===== src/rtl/mem_arb_pkg.sv =====
// Shared types and default widths for the RAM port arbiter.
package mem_arb_pkg;

    localparam int unsigned ADDR_W_DEF = 8;
    localparam int unsigned DATA_W_DEF = 8;

    typedef enum logic [1:0] {
        IDLE,
        ACCESS,
        WAIT,
        RESP
    } state_e;

    typedef enum logic {
        OWN_CPU,
        OWN_DBG
    } owner_e;

endpackage


===== src/rtl/mem_arb_pick.sv =====
// Combinational winner selection between the CPU and debug requesters.
// MEM_ARB_RR_EN selects round-robin; otherwise debug has fixed priority.
module mem_arb_pick
    import mem_arb_pkg::*;
(
    input  logic   cpu_req,
    input  logic   dbg_req,
    input  owner_e last_owner,
    output logic   grant_valid,
    output owner_e grant_owner
);

    assign grant_valid = cpu_req | dbg_req;

`ifdef MEM_ARB_RR_EN
    // On a collision the requester that did not own the previous access wins.
    assign grant_owner = (dbg_req && (!cpu_req || last_owner == OWN_CPU)) ? OWN_DBG : OWN_CPU;
`else
    logic unused_last_owner;
    assign unused_last_owner = last_owner;
    assign grant_owner       = dbg_req ? OWN_DBG : OWN_CPU;
`endif

endmodule


===== src/rtl/mem_arbiter.sv =====
// Shares one RAM port between the CPU path and the serial debug/loader port.
// Build with MEM_ARB_RR_EN for round-robin arbitration instead of debug priority.
module mem_arbiter
    import mem_arb_pkg::*;
#(
    parameter int unsigned ADDR_W = ADDR_W_DEF,
    parameter int unsigned DATA_W = DATA_W_DEF,
    parameter int unsigned RD_LAT = 1
) (
    input  logic              clk,
    input  logic              reg_clear,
    input  logic              cpu_req,
    input  logic              cpu_we,
    input  logic [ADDR_W-1:0] cpu_addr,
    input  logic [DATA_W-1:0] cpu_wdata,
    output logic              cpu_ack,
    output logic [DATA_W-1:0] cpu_rdata,
    output logic              cpu_wait,
    input  logic              dbg_req,
    input  logic              dbg_we,
    input  logic [ADDR_W-1:0] dbg_addr,
    input  logic [DATA_W-1:0] dbg_wdata,
    output logic              dbg_ack,
    output logic [DATA_W-1:0] dbg_rdata,
    output logic              ram_en,
    output logic              ram_we,
    output logic [ADDR_W-1:0] ram_addr,
    output logic [DATA_W-1:0] ram_wdata,
    input  logic [DATA_W-1:0] ram_rdata
);

    localparam int unsigned CNT_W = 2;

    state_e            state_q, state_d;
    owner_e            owner_q, owner_d;
    logic [CNT_W-1:0]  cnt_q, cnt_d;
    logic              cmd_we_q, cmd_we_d;
    logic              ram_en_q, ram_en_d;
    logic              ram_we_q, ram_we_d;
    logic [ADDR_W-1:0] ram_addr_q, ram_addr_d;
    logic [DATA_W-1:0] ram_wdata_q, ram_wdata_d;
    logic              cpu_ack_q, cpu_ack_d;
    logic              dbg_ack_q, dbg_ack_d;
    logic [DATA_W-1:0] cpu_rdata_q, cpu_rdata_d;
    logic [DATA_W-1:0] dbg_rdata_q, dbg_rdata_d;

    logic   grant_valid;
    owner_e grant_owner;
    logic   cpu_hit;
    logic   dbg_hit;

    mem_arb_pick u_pick (
        .cpu_req     (cpu_req),
        .dbg_req     (dbg_req),
        .last_owner  (owner_q),
        .grant_valid (grant_valid),
        .grant_owner (grant_owner)
    );

    // RAM data arrives in the ack cycle, so it is forwarded straight through
    // while the register keeps the value for the cycles after.
    assign cpu_hit   = (state_q == RESP) && (owner_q == OWN_CPU) && !cmd_we_q;
    assign dbg_hit   = (state_q == RESP) && (owner_q == OWN_DBG) && !cmd_we_q;
    assign cpu_rdata = cpu_hit ? ram_rdata : cpu_rdata_q;
    assign dbg_rdata = dbg_hit ? ram_rdata : dbg_rdata_q;

    assign cpu_ack   = cpu_ack_q;
    assign dbg_ack   = dbg_ack_q;
    assign cpu_wait  = cpu_req & ~cpu_ack_q & ~reg_clear;
    assign ram_en    = ram_en_q;
    assign ram_we    = ram_we_q;
    assign ram_addr  = ram_addr_q;
    assign ram_wdata = ram_wdata_q;

    always_ff @(posedge clk or posedge reg_clear) begin
        if (reg_clear) begin
            state_q     <= IDLE;
            owner_q     <= OWN_CPU;
            cnt_q       <= '0;
            cmd_we_q    <= 1'b0;
            ram_en_q    <= 1'b0;
            ram_we_q    <= 1'b0;
            ram_addr_q  <= '0;
            ram_wdata_q <= '0;
            cpu_ack_q   <= 1'b0;
            dbg_ack_q   <= 1'b0;
            cpu_rdata_q <= '0;
            dbg_rdata_q <= '0;
        end else begin
            state_q     <= state_d;
            owner_q     <= owner_d;
            cnt_q       <= cnt_d;
            cmd_we_q    <= cmd_we_d;
            ram_en_q    <= ram_en_d;
            ram_we_q    <= ram_we_d;
            ram_addr_q  <= ram_addr_d;
            ram_wdata_q <= ram_wdata_d;
            cpu_ack_q   <= cpu_ack_d;
            dbg_ack_q   <= dbg_ack_d;
            cpu_rdata_q <= cpu_rdata_d;
            dbg_rdata_q <= dbg_rdata_d;
        end
    end

    always_comb begin
        state_d     = state_q;
        owner_d     = owner_q;
        cnt_d       = cnt_q;
        cmd_we_d    = cmd_we_q;
        ram_en_d    = 1'b0;
        ram_we_d    = 1'b0;
        ram_addr_d  = ram_addr_q;
        ram_wdata_d = ram_wdata_q;
        cpu_ack_d   = 1'b0;
        dbg_ack_d   = 1'b0;
        cpu_rdata_d = cpu_rdata_q;
        dbg_rdata_d = dbg_rdata_q;

        unique case (state_q)
            IDLE: begin
                if (grant_valid) begin
                    state_d  = ACCESS;
                    owner_d  = grant_owner;
                    ram_en_d = 1'b1;
                    if (grant_owner == OWN_DBG) begin
                        cmd_we_d    = dbg_we;
                        ram_we_d    = dbg_we;
                        ram_addr_d  = dbg_addr;
                        ram_wdata_d = dbg_wdata;
                    end else begin
                        cmd_we_d    = cpu_we;
                        ram_we_d    = cpu_we;
                        ram_addr_d  = cpu_addr;
                        ram_wdata_d = cpu_wdata;
                    end
                end
            end
            ACCESS: begin
                cnt_d = CNT_W'(RD_LAT - 1);
                if (RD_LAT == 1) begin
                    state_d   = RESP;
                    cpu_ack_d = (owner_q == OWN_CPU);
                    dbg_ack_d = (owner_q == OWN_DBG);
                end else begin
                    state_d = WAIT;
                end
            end
            WAIT: begin
                if (cnt_q == CNT_W'(1)) begin
                    state_d   = RESP;
                    cpu_ack_d = (owner_q == OWN_CPU);
                    dbg_ack_d = (owner_q == OWN_DBG);
                end else begin
                    cnt_d = cnt_q - CNT_W'(1);
                end
            end
            RESP: begin
                state_d = IDLE;
                if (cpu_hit) cpu_rdata_d = ram_rdata;
                if (dbg_hit) dbg_rdata_d = ram_rdata;
            end
            default: state_d = IDLE;
        endcase
    end

endmodule


===== config.mk =====
export PLATFORM = sky130hd
export DESIGN_NAME = mem_arbiter
export DESIGN_NICKNAME = d
export VERILOG_FILES = /design/src/rtl/mem_arb_pkg.sv /design/src/rtl/mem_arb_pick.sv /design/src/rtl/mem_arbiter.sv
export SDC_FILE = /design/constraint.sdc
export NUM_CORES = 1
export LEC_CHECK = 0
export ABC_AREA = 1
export ABC_CLOCK_PERIOD_IN_PS = 1700
export CAP_MARGIN = 5
export CORE_ASPECT_RATIO = 2
export CORE_MARGIN = 1.5
export CORE_UTILIZATION = 40
export CTS_BUF_LIST = sky130_fd_sc_hd__clkbuf_2
export DETAILED_ROUTE_END_ITERATION = 6
export DONT_BUFFER_PORTS = 1
export SETUP_SLACK_MARGIN = 0.15
export SLEW_MARGIN = 20
export SYNTH_ARGS = -nofsm -noshare
export SYNTH_HDL_FRONTEND = slang
export SYNTH_HIERARCHICAL = 1
export SYNTH_SLANG_ARGS = --single-unit

===== constraint.sdc =====
create_clock -name clk -period 1.7 [get_ports clk]
set_input_delay 0.34 -clock clk [delete_from_list [all_inputs] [get_ports clk]]
set_output_delay 0.34 -clock clk [all_outputs]
set_load 0.03 [all_outputs]

==> summary.md, run 1 <==
| Metric | Value |
|---|---|
| Clock root buffer | `clkbuf_2` |
| Gpl congestion | `0.773` |
| Worst VDD drop | `1.00 mV` |
| Worst slack, placed | `0.0788 ns` |
| # IOs | `83` |
| Slew margin rel. | `64.9%` |
| # port buffers | `0` |
| Clk pwr share | `8.5%` |
| Cell Rows | `36` |
| CTS clk-pin slew, worst paths | `0.23 ns` |
| CP Capture Type | `primary output` |
| Count leader, synth | `nand2_1` |
| Die Height | `105 um` |
| Reg area | `1050 um^2` |
| Grt ovf | `0` |
| Period utilisation layout | `114%` |
| H-tree depth | `2` |
| CP Class | `flop to primary output` |
| Register area share after synthesis | `50.9%` |
| R2R depth | `8` |
| Lkg Pwr | `1.35 nW` |
| Initial antenna violation count | `0` |
| Area of the multi-input gates | `1090 um^2` |
| EDFF count, synth | `0` |
| Final WS setup | `-0.242 ns` |
| Post-synthesis cell type count | `14` |
| Post-synth ARST share | `100%` |
| Drt first-iter violations | `23` |
| Max Clock Freq | `0.515 GHz` |
| Hold Path Class | `primary input to flop` |
| Layout cells sized above 1 | `23.8%` |
| Synthesized flop and latch total | `42` |
| Outcome | `finished with violations` |
| Largest net degree at the start of global routing | `43` |
| Synthesized area per cell | `7.62 um^2` |
| Synth warn | `6` |
| Logic gate share of total power | `50.2%` |
| Synth-to-Final Area Change | `19.4%` |
| Pint | `2.43 mW` |
| Worst EP required | `1.36 ns` |
| Max Cap Viol | `0` |
| Layout Skew | `0.0152 ns` |
| Yosys top cell area share | `50.9%` |
| Reg power frac | `41.3%` |
| Max clock buf depth | `2` |
| Routed Wire Length | `4.81 mm` |
| Synthesized cell area | `2070 um^2` |
| First-pass GRT wire length | `7.69 mm` |
| Final hold vios | `0` |
| Min Tclk post-route | `1.94 ns` |
| Power per standard cell area | `2120 nW/um^2` |
| CP Max Fanout | `10` |
| Critical Path Source Type | `flop` |
| Ant diodes | `0` |
| Hold Path Cell Cnt | `4` |
| CTS Buf Count | `5` |
| Final setup viols | `16` |
| Cell count after synthesis | `271` |
| Synth top area cells | `dfrtp_1, nand2_1, nand4_1` |
| DR WL/cell | `14.2 um` |
| Die X | `53.8 um` |
| Switching share of power | `53.7%` |
| Area leader, netlist | `dfrtp_1` |
| Initial Util | `42.1%` |
| First-pass detailed-route iteration total | `4` |
| ANT nets after route | `0` |
| CTS tree | `yes` |
| Synth cell count leaders | `nand2_1, dfrtp_1, nand4_1` |
| Failing checks | `negative setup slack` |
| DP HPWL | `3.48 mm` |
| Core area | `4910 um^2` |
| Die ar. | `5630 um^2` |
| Ys flop type | `dfrtp_1` |
| Vias | `1673` |
| CTS sink count | `42` |
| CP arrival | `1.60 ns` |
| Fillers | `485` |
| # nets final | `331` |
| Net switching power figure | `2.81 mW` |
| Worst-skew pair later-pin latency | `0.39 ns` |
| Max Slew Vio Count | `0` |
| Vias in the first global route | `1721` |
| Syn_nets | `322` |
| RSZ-0062 raised after global routing | `yes` |
| DRC viols | `0` |
| Fin util | `50.3%` |
| Total GRT Usage | `18.5%` |
| Worst Max-Slew Pin Slew | `0.527 ns` |
| Via-to-Cell Ratio | `4.95` |
[cells in the final DEF (no fill, tap or decap), drive strengths merged]
master,n
dlygate4sd3,1
nand3,6
nand2,169
clkinv,5
dfrtp,42
buf,11
nand4,16
nor2,3
clkbuf,5
ha,5
clkinvlp,2
o21ai,1
inv,15
[worst paths after layout]
check	startpoint	to	slack, ns
min reg2reg	cpu_rdata_q[5]	cpu_rdata_q[5]	0.53
min	cpu_wdata[3]	ram_wdata[3]	0.11
max in group asynchronous	reg_clear	cpu_ack	0.79
max	state_q[0]	dbg_rdata[2]	-0.24
min in group asynchronous	reg_clear	ram_wdata[4]	0.52
max reg2reg	state_q[0]	ram_addr[2]	0.27
[sequential cells by signal (all words and copies together) (netlist names)]
signal / count
cmd_we_q: 1
cnt_q: 2
cpu_ack: 1
cpu_rdata_q: 8
dbg_ack: 1
dbg_rdata_q: 8
owner_q: 1
ram_addr: 8
ram_en: 1
ram_wdata: 8
ram_we: 1
state_q: 2
[layer usage]
layer	wire (um)	vias up	GRT usage, %
met2	2830	58	36.5
met4	76	0	6.59
li1	-	853	-
met1	1620	755	16.6
met3	275	7	3.71
met5	0	-	0
[power by group through the flow]
stage / sequential (mW) / clock [mW] / combinational [mW]
6_report: 2.16 / 0.446 / 2.63
5_1_grt: 2.23 / 0.504 / 2.93
4_1_cts: 2.15 / 0.472 / 2.53
3_5_place_dp: 2.13 / 0 / 2.02
3_3_place_gp: 2.13 / 0 / 1.98
2_1_floorplan: 2.05 / 0 / 1.73
[kinds of logic (layout without fill, tap and decap cells)]
group	after synthesis	count (layout)	synth area share, %
buffers and inverters	29	39	7.81
adders and majority gates	5	5	3.03
DFF	42	42	50.9
and+or+nand+nor	194	194	38.0
AOI/OAI and AO/OA	1	1	0.242
[stage by stage]
step	setup TNS [ns]	std cells	power (mW)	hold slack (ns)	cell area [um^2]
after global placement	0	323	4.10	0.449	2110
after detailed placement	0	323	4.16	0.454	2110
after CTS	-4.11	336	5.15	0.0673	2400
after floorplan	0	271	3.78	0.336	2070
final	-3.44	338	5.24	0.112	2470
after global routing	-5.37	338	5.66	0.0842	2470
[layout make-up]
type	count	share of cell area (%)
Timing Repair Buffer	12	5.07
Clock inverter	3	0.862
Timing Repair inverter	1	0.203
Multi-Input combinational cell	200	44.0
Sequential cell	42	42.7
Inverter	18	3.25
Clock buffer	5	1.01
Tap cell	57	2.89
[timing repair]
action	4_1_cts	5_1_grt
endpoints found under the hold margin	34	0
buffers inserted	3	1
hold buffers	1	0
pin swaps	13	9
gates cloned	1	1
gates resized for setup	49	21
endpoints found under the setup margin	17	35
[worst max-delay path, stage by stage (launching register included)]
cell     delay [ns]
dfrtp_1        0.47
ha_4           0.20
buf_12         0.14
nand3_4        0.17
nand2_2        0.11
nand2_4        0.12
Note: power is estimated with default switching activity, not from simulation.
==> run 2: changes to the inputs <==
--- a/config.mk
+++ b/config.mk
@@ -10,10 +10,11 @@
 export CAP_MARGIN = 5
 export CORE_ASPECT_RATIO = 2
 export CORE_MARGIN = 1.5
-export CORE_UTILIZATION = 40
+export CORE_UTILIZATION = 59
 export CTS_BUF_LIST = sky130_fd_sc_hd__clkbuf_2
 export DETAILED_ROUTE_END_ITERATION = 6
 export DONT_BUFFER_PORTS = 1
+export PLACE_DENSITY = 0.78
 export SETUP_SLACK_MARGIN = 0.15
 export SLEW_MARGIN = 20
 export SYNTH_ARGS = -nofsm -noshare
==> summary.md, run 2 (synthesis gave the netlist of run 1 again) <==
| Metric | Value |
|---|---|
| Initial Util | `61.1% (was 42.1%)` |
| Layout cells sized above 1 | `20.5% (was 23.8%)` |
| Worst slack, placed | `-0.0178 ns (was 0.0788 ns)` |
| Hold Path Class | `primary input to flop (unchanged)` |
| Cell Rows | `30 (was 36)` |
| Most common cell after layout, fill and taps aside | `nand2_1 (unchanged)` |
| Grt ovf | `0 (unchanged)` |
| Area of the multi-input gates | `960 um^2 (was 1090 um^2)` |
| CP Capture Type | `primary output (unchanged)` |
| Initial antenna violation count | `0 (unchanged)` |
| CP arrival | `1.57 ns (was 1.60 ns)` |
| DP HPWL | `3.12 mm (was 3.48 mm)` |
| Clock root buffer | `clkbuf_2 (unchanged)` |
| Period utilisation layout | `113% (was 114%)` |
| Ant diodes | `0 (unchanged)` |
| First-pass detailed-route iteration total | `4 (unchanged)` |
| Max Cap Viol | `0 (unchanged)` |
| CTS sink count | `42 (unchanged)` |
| Worst EP required | `1.36 ns (about the same)` |
| CTS clk-pin slew, worst paths | `0.22 ns (was 0.23 ns)` |
| Power per standard cell area | `2120 nW/um^2 (about the same)` |
| Commonest non-fill, non-tap cells in the layout | `nand2_1, dfrtp_1, buf_4 (was nand2_1, dfrtp_1, nand2_4)` |
| DRC viols | `0 (unchanged)` |
| Via-to-Cell Ratio | `5.35 (was 4.95)` |
| Layout Skew | `0.0133 ns (was 0.0152 ns)` |
| Outcome | `finished with violations (unchanged)` |
| Fillers | `287 (was 485)` |
| Die ar. | `3890 um^2 (was 5630 um^2)` |
| Final setup viols | `16 (unchanged)` |
| # IOs | `83 (unchanged)` |
| DR WL/cell | `14.1 um (was 14.2 um)` |
| Max Clock Freq | `0.522 GHz (was 0.515 GHz)` |
| CTS tree | `yes (unchanged)` |
| Slowest cell delay on critical path | `0.45 ns (was 0.47 ns)` |
| Die Height | `86.7 um (was 105 um)` |
| Worst VDD drop | `1.19 mV (was 1.00 mV)` |
| Synth-to-Final Area Change | `14.2% (was 19.4%)` |
| Hold Path Cell Cnt | `2 (was 4)` |
| Placed cell area | `2080 um^2 (was 2110 um^2)` |
| Max clock buf depth | `2 (unchanged)` |
| # port buffers | `0 (unchanged)` |
| CP max-delay cell | `dfrtp_1 (unchanged)` |
| Vias in the first global route | `1549 (was 1721)` |
| R2R depth | `9 (was 8)` |
| First-pass GRT wire length | `6.89 mm (was 7.69 mm)` |
| Drt first-iter violations | `28 (was 23)` |
| RSZ-0062 raised after global routing | `yes (unchanged)` |
| Gpl congestion | `0.751 (was 0.773)` |
| # nets final | `342 (was 331)` |
| CP Max Fanout | `8 (was 10)` |
| Routed Wire Length | `4.55 mm (was 4.81 mm)` |
| Instance count on the critical path | `4 (was 5)` |
| CP Class | `flop to primary output (unchanged)` |
| Final instance area | `2360 um^2 (was 2470 um^2)` |
| Worst-skew pair later-pin latency | `0.40 ns (was 0.39 ns)` |
| Max Slew Vio Count | `0 (unchanged)` |
| ANT nets after route | `0 (unchanged)` |
| Final hold vios | `0 (unchanged)` |
| Failing checks | `negative setup slack (unchanged)` |
| Reg area | `1050 um^2 (about the same)` |
| Die X | `44.8 um (was 53.8 um)` |
| Total GRT Usage | `23.9% (was 18.5%)` |
| Lkg Pwr | `1.35 nW (about the same)` |
| CTS Buf Count | `5 (unchanged)` |
| Critical Path Source Type | `flop (unchanged)` |
| Final setup TNS | `-2.90 ns (was -3.44 ns)` |
| Crit-path cells | `ha_4, buf_6, nand4_1, nand2_2 (was ha_4, buf_12, nand3_4, nand2_2, nand2_4)` |
| Largest net degree at the start of global routing | `43 (unchanged)` |
| Vias | `1734 (was 1673)` |
| Slew margin rel. | `65.1% (was 64.9%)` |
| Min Tclk post-route | `1.91 ns (was 1.94 ns)` |
| Buf/Inv on CP | `1 (unchanged)` |
| Final WS setup | `-0.215 ns (was -0.242 ns)` |
| Core area | `3380 um^2 (was 4910 um^2)` |
| H-tree depth | `2 (unchanged)` |
| Worst Max-Slew Pin Slew | `0.524 ns (was 0.527 ns)` |
| Worst hold margin | `0.0855 ns (was 0.112 ns)` |
| Fin util | `69.9% (was 50.3%)` |
| CP delay by family, top | `flip-flops (unchanged)` |
## run 2: cell count changes in the layout (fill, tap and decap cells not counted), moves of 2 or more
cell / before / now
buf_6: 0 / 2
inv_4: 1 / 3
clkinv_2: 3 / 1
nand2_1: 135 / 152
nand2_2: 14 / 16
nand2_4: 20 / 2
clkinvlp_4: 2 / 4
buf_4: 9 / 18
## run 2: layer usage
layer	up-vias	track usage, %	wire, um
met5	-	0	0
met3	9	6.25	231
met4	0	11.0	93
li1	873	-	-
met1	794	26.7	1780
met2	58	40.8	2450
## run 2: repair_timing
item | 4_1_cts | 5_1_grt
resized for setup | 29 | 5
hold buffers | 1 | 0
gates cloned | 2 | 1
pin swaps | 19 | 20
buffers inserted | 4 | 8
hold endpoints to repair | 42 | 0
setup endpoints to repair | 35 | 32
## run 2: final cells by class
type	instances	share of cell area, %
clock inverters	3	0.901
inverters	18	3.34
repair buffers	21	7.11
well taps	32	1.70
repair inverters	2	0.636
multi-input cells	201	40.7
clock buffers	5	1.06
flip-flops and latches	42	44.6
## run 2: path summary, 6_finish.rpt
check / from / end / slack (ns)
hold / removal: ram_rdata[3] / dbg_rdata_q[3] / 0.09
setup reg to reg: state_q[0] / ram_wdata[5] / 0.23
max in group asynchronous: reg_clear / cnt_q[0] / 0.88
setup / recovery: state_q[0] / dbg_rdata[6] / -0.21
min in group asynchronous: reg_clear / cpu_rdata_q[5] / 0.45
hold reg to reg: dbg_rdata_q[5] / dbg_rdata_q[5] / 0.52
## run 2: worst register-to-register path, stage by stage, from the launching register on
cell and delay (ns):
dfrtp_1 0.46, buf_4 0.15, buf_4 0.14, inv_2 0.08, ha_4 0.17, nand2_4 0.10
buf_4 0.16, clkinvlp_4 0.09, nand2_1 0.05, nand2_1 0.05
## run 2: report_power, final
part / switching (mW) / total [mW] / internal (mW) / leakage (nW)
Sequential: 0.647 / 2.09 / 1.45 / 0.523
Combinational: 1.70 / 2.48 / 0.778 / 0.800
Clock: 0.341 / 0.442 / 0.101 / 0.0289
Total: 2.69 / 5.01 / 2.32 / 1.35
## run 2: stage by stage
stage               instances  total power, mW
global route              324             5.33
CTS                       315             4.87
detailed placement        300             4.14
finish                    324             5.01
global placement          300             4.08
floorplan                 271             3.78
==> run 3: changes to the inputs <==
--- a/config.mk
+++ b/config.mk
@@ -14,7 +14,7 @@
 export CTS_BUF_LIST = sky130_fd_sc_hd__clkbuf_2
 export DETAILED_ROUTE_END_ITERATION = 6
 export DONT_BUFFER_PORTS = 1
-export PLACE_DENSITY = 0.78
+export PLACE_DENSITY = 0.79
 export SETUP_SLACK_MARGIN = 0.15
 export SLEW_MARGIN = 20
 export SYNTH_ARGS = -nofsm -noshare
==> summary.md, run 3 (synthesis gave the netlist of run 1 again) <==
| Metric | Value |
|---|---|
| Initial Util | `61.1% (unchanged)` |
| CP delay by family, top | `flip-flops (unchanged)` |
| Slew margin rel. | `66.3% (was 65.1%)` |
| Commonest non-fill, non-tap cells in the layout | `nand2_1, dfrtp_1, nand4_1 (was nand2_1, dfrtp_1, buf_4)` |
| Final setup viols | `16 (unchanged)` |
| Placed cells | `298 (was 300)` |
| DR WL/cell | `13.7 um (was 14.1 um)` |
| Layout Skew | `0.0266 ns (was 0.0133 ns)` |
| Min Tclk post-route | `1.86 ns (was 1.91 ns)` |
| Power per standard cell area | `2110 nW/um^2 (was 2120 nW/um^2)` |
| CTS tree | `yes (unchanged)` |
| Clk pwr share | `8.4% (was 8.8%)` |
| End of the worst hold path | `cpu_rdata_q[7] (was dbg_rdata_q[3])` |
| Instance count on the critical path | `4 (unchanged)` |
| # IOs | `83 (unchanged)` |
| Critical Path Source Type | `flop (unchanged)` |
| First-pass detailed-route iteration total | `4 (unchanged)` |
| Final hold vios | `0 (unchanged)` |
| Failing checks | `negative setup slack (unchanged)` |
| Total GRT Usage | `24.1% (was 23.9%)` |
| Layout cells sized above 1 | `18.2% (was 20.5%)` |
| Worst Max-Slew Pin Slew | `0.506 ns (was 0.524 ns)` |
| Max clock buf depth | `2 (unchanged)` |
| Slowest cell delay on critical path | `0.44 ns (was 0.45 ns)` |
| Die X | `44.8 um (unchanged)` |
| DRC viols | `0 (unchanged)` |
| Core area | `3380 um^2 (unchanged)` |
| Vias in the first global route | `1547 (was 1549)` |
| Die ar. | `3890 um^2 (unchanged)` |
| Pint | `2.26 mW (was 2.32 mW)` |
| CTS sink count | `42 (unchanged)` |
| H-tree depth | `2 (unchanged)` |
| Grt ovf | `0 (unchanged)` |
| R2R depth | `8 (was 9)` |
| Logic gate share of total power | `48.1% (was 49.4%)` |
| Most common cell after layout, fill and taps aside | `nand2_1 (unchanged)` |
| CTS Buf Count | `5 (unchanged)` |
| Total power | `4.86 mW (was 5.01 mW)` |
| Max Slew Vio Count | `0 (unchanged)` |
| CTS clk-pin slew, worst paths | `0.22 ns (about the same)` |
| Drt first-iter violations | `34 (was 28)` |
| Largest net degree at the start of global routing | `43 (unchanged)` |
| Via-to-Cell Ratio | `5.28 (was 5.35)` |
| DP HPWL | `3.12 mm (about the same)` |
| Hold Path Cell Cnt | `2 (unchanged)` |
| Period utilisation layout | `110% (was 113%)` |
| Worst VDD drop | `1.05 mV (was 1.19 mV)` |
| Clock root buffer | `clkbuf_2 (unchanged)` |
| CP Class | `flop to primary output (unchanged)` |
| CP Capture Type | `primary output (unchanged)` |
| First-pass GRT wire length | `6.90 mm (was 6.89 mm)` |
| Outcome | `finished with violations (unchanged)` |
| Synth-to-Final Area Change | `11.4% (was 14.2%)` |
| Lkg Pwr | `1.33 nW (was 1.35 nW)` |
| Ant diodes | `0 (unchanged)` |
| Routed Wire Length | `4.34 mm (was 4.55 mm)` |
| R2R Setup Slk | `0.26 ns (was 0.23 ns)` |
| Buf/Inv on CP | `1 (unchanged)` |
| Die Height | `86.7 um (unchanged)` |
| RSZ-0062 raised after global routing | `yes (unchanged)` |
| # nets final | `336 (was 342)` |
| Worst-skew pair later-pin latency | `0.40 ns (about the same)` |
| CP arrival | `1.52 ns (was 1.57 ns)` |
| Gpl congestion | `0.749 (was 0.751)` |
| Vias | `1680 (was 1734)` |
| Reg power frac | `43.5% (was 41.8%)` |
| HP Start | `ram_rdata[7] (was ram_rdata[3])` |
| Fillers | `282 (was 287)` |
| CP Max Fanout | `7 (was 8)` |
| Final WS setup | `-0.164 ns (was -0.215 ns)` |
| Hold Path Class | `primary input to flop (unchanged)` |
| Net switching power figure | `2.59 mW (was 2.69 mW)` |
| Worst r2r src | `state_q[1] (was state_q[0])` |
| Worst EP required | `1.36 ns (about the same)` |
| Reg2Reg Capture Point | `ram_addr[5] (was ram_wdata[5])` |
| # port buffers | `0 (unchanged)` |
| ANT nets after route | `0 (unchanged)` |
| Switching share of power | `53.4% (was 53.6%)` |
| Initial antenna violation count | `0 (unchanged)` |
| Cell Rows | `30 (unchanged)` |
| Crit-path cells | `ha_4, buf_6, nand4_1, nand2_2 (unchanged)` |
| CP max-delay cell | `dfrtp_1 (unchanged)` |
| Max Clock Freq | `0.536 GHz (was 0.522 GHz)` |
| Max Cap Viol | `0 (unchanged)` |
| Non-Filler Instances | `318 (was 324)` |
run 3: worst max-delay path by stage:
stage               start            to
2_1_floorplan   reg_clear      cpu_wait
3_3_place_gp   state_q[0]  dbg_rdata[7]
3_5_place_dp   state_q[0]  dbg_rdata[7]
4_1_cts        state_q[1]  dbg_rdata[7]
5_1_grt        state_q[1]  dbg_rdata[2]
6_report       state_q[1]  cpu_rdata[1]
run 3: layer usage:
| layer | GRT usage [%] | share of wire [%] |
|---|---|---|
| met3 | 5.63 | 5.9 |
| met5 | 0 | 0 |
| met4 | 12.6 | 2.8 |
| met1 | 25.6 | 36 |
| met2 | 42.2 | 55 |
run 3: through the flow:
| step | worst slack [ns] | utilization, % | instance area (um^2) | TNS, ns | hold WS [ns] |
|---|---|---|---|---|---|
| floorplan | 0.107 | - | 2070 | 0 | 0.336 |
| global placement | 0.0485 | 61.1 | 2070 | 0 | 0.445 |
| detailed placement | -0.00501 | 61.1 | 2070 | -0.00732 | 0.453 |
| CTS | -0.175 | 66.6 | 2250 | -2.49 | 0.0698 |
| global route | -0.284 | 68.1 | 2300 | -4.22 | 0.0529 |
| finish | -0.164 | 68.1 | 2300 | -2.32 | 0.0951 |
run 3: area by class of cell:
type / count / area (um^2) / share of cell area [%]
clock buffers: 5 / 25.0 / 1.09
clock inverters: 3 / 16.3 / 0.707
flip-flops and latches: 42 / 1050 / 45.8
well taps: 32 / 40.0 / 1.74
multi-input cells: 200 / 941 / 40.9
repair buffers: 18 / 143 / 6.20
inverters: 18 / 83.8 / 3.64
run 3: what timing repair did:
item,in CTS,in global routing
endpoints found under the hold margin,42,0
endpoints found under the setup margin,17,17
pin swaps,14,11
hold buffers,1,0
gates resized for setup,27,6
cloned,0,1
buffers inserted,6,4
run 3: power by group through the flow:
stage / Combinational [mW] / Clock (mW) / Sequential [mW]
5_1_grt: 2.61 / 0.469 / 2.16
2_1_floorplan: 1.73 / 0 / 2.05
4_1_cts: 2.25 / 0.427 / 2.12
3_5_place_dp: 1.97 / 0 / 2.13
6_report: 2.34 / 0.407 / 2.12
3_3_place_gp: 1.93 / 0 / 2.11
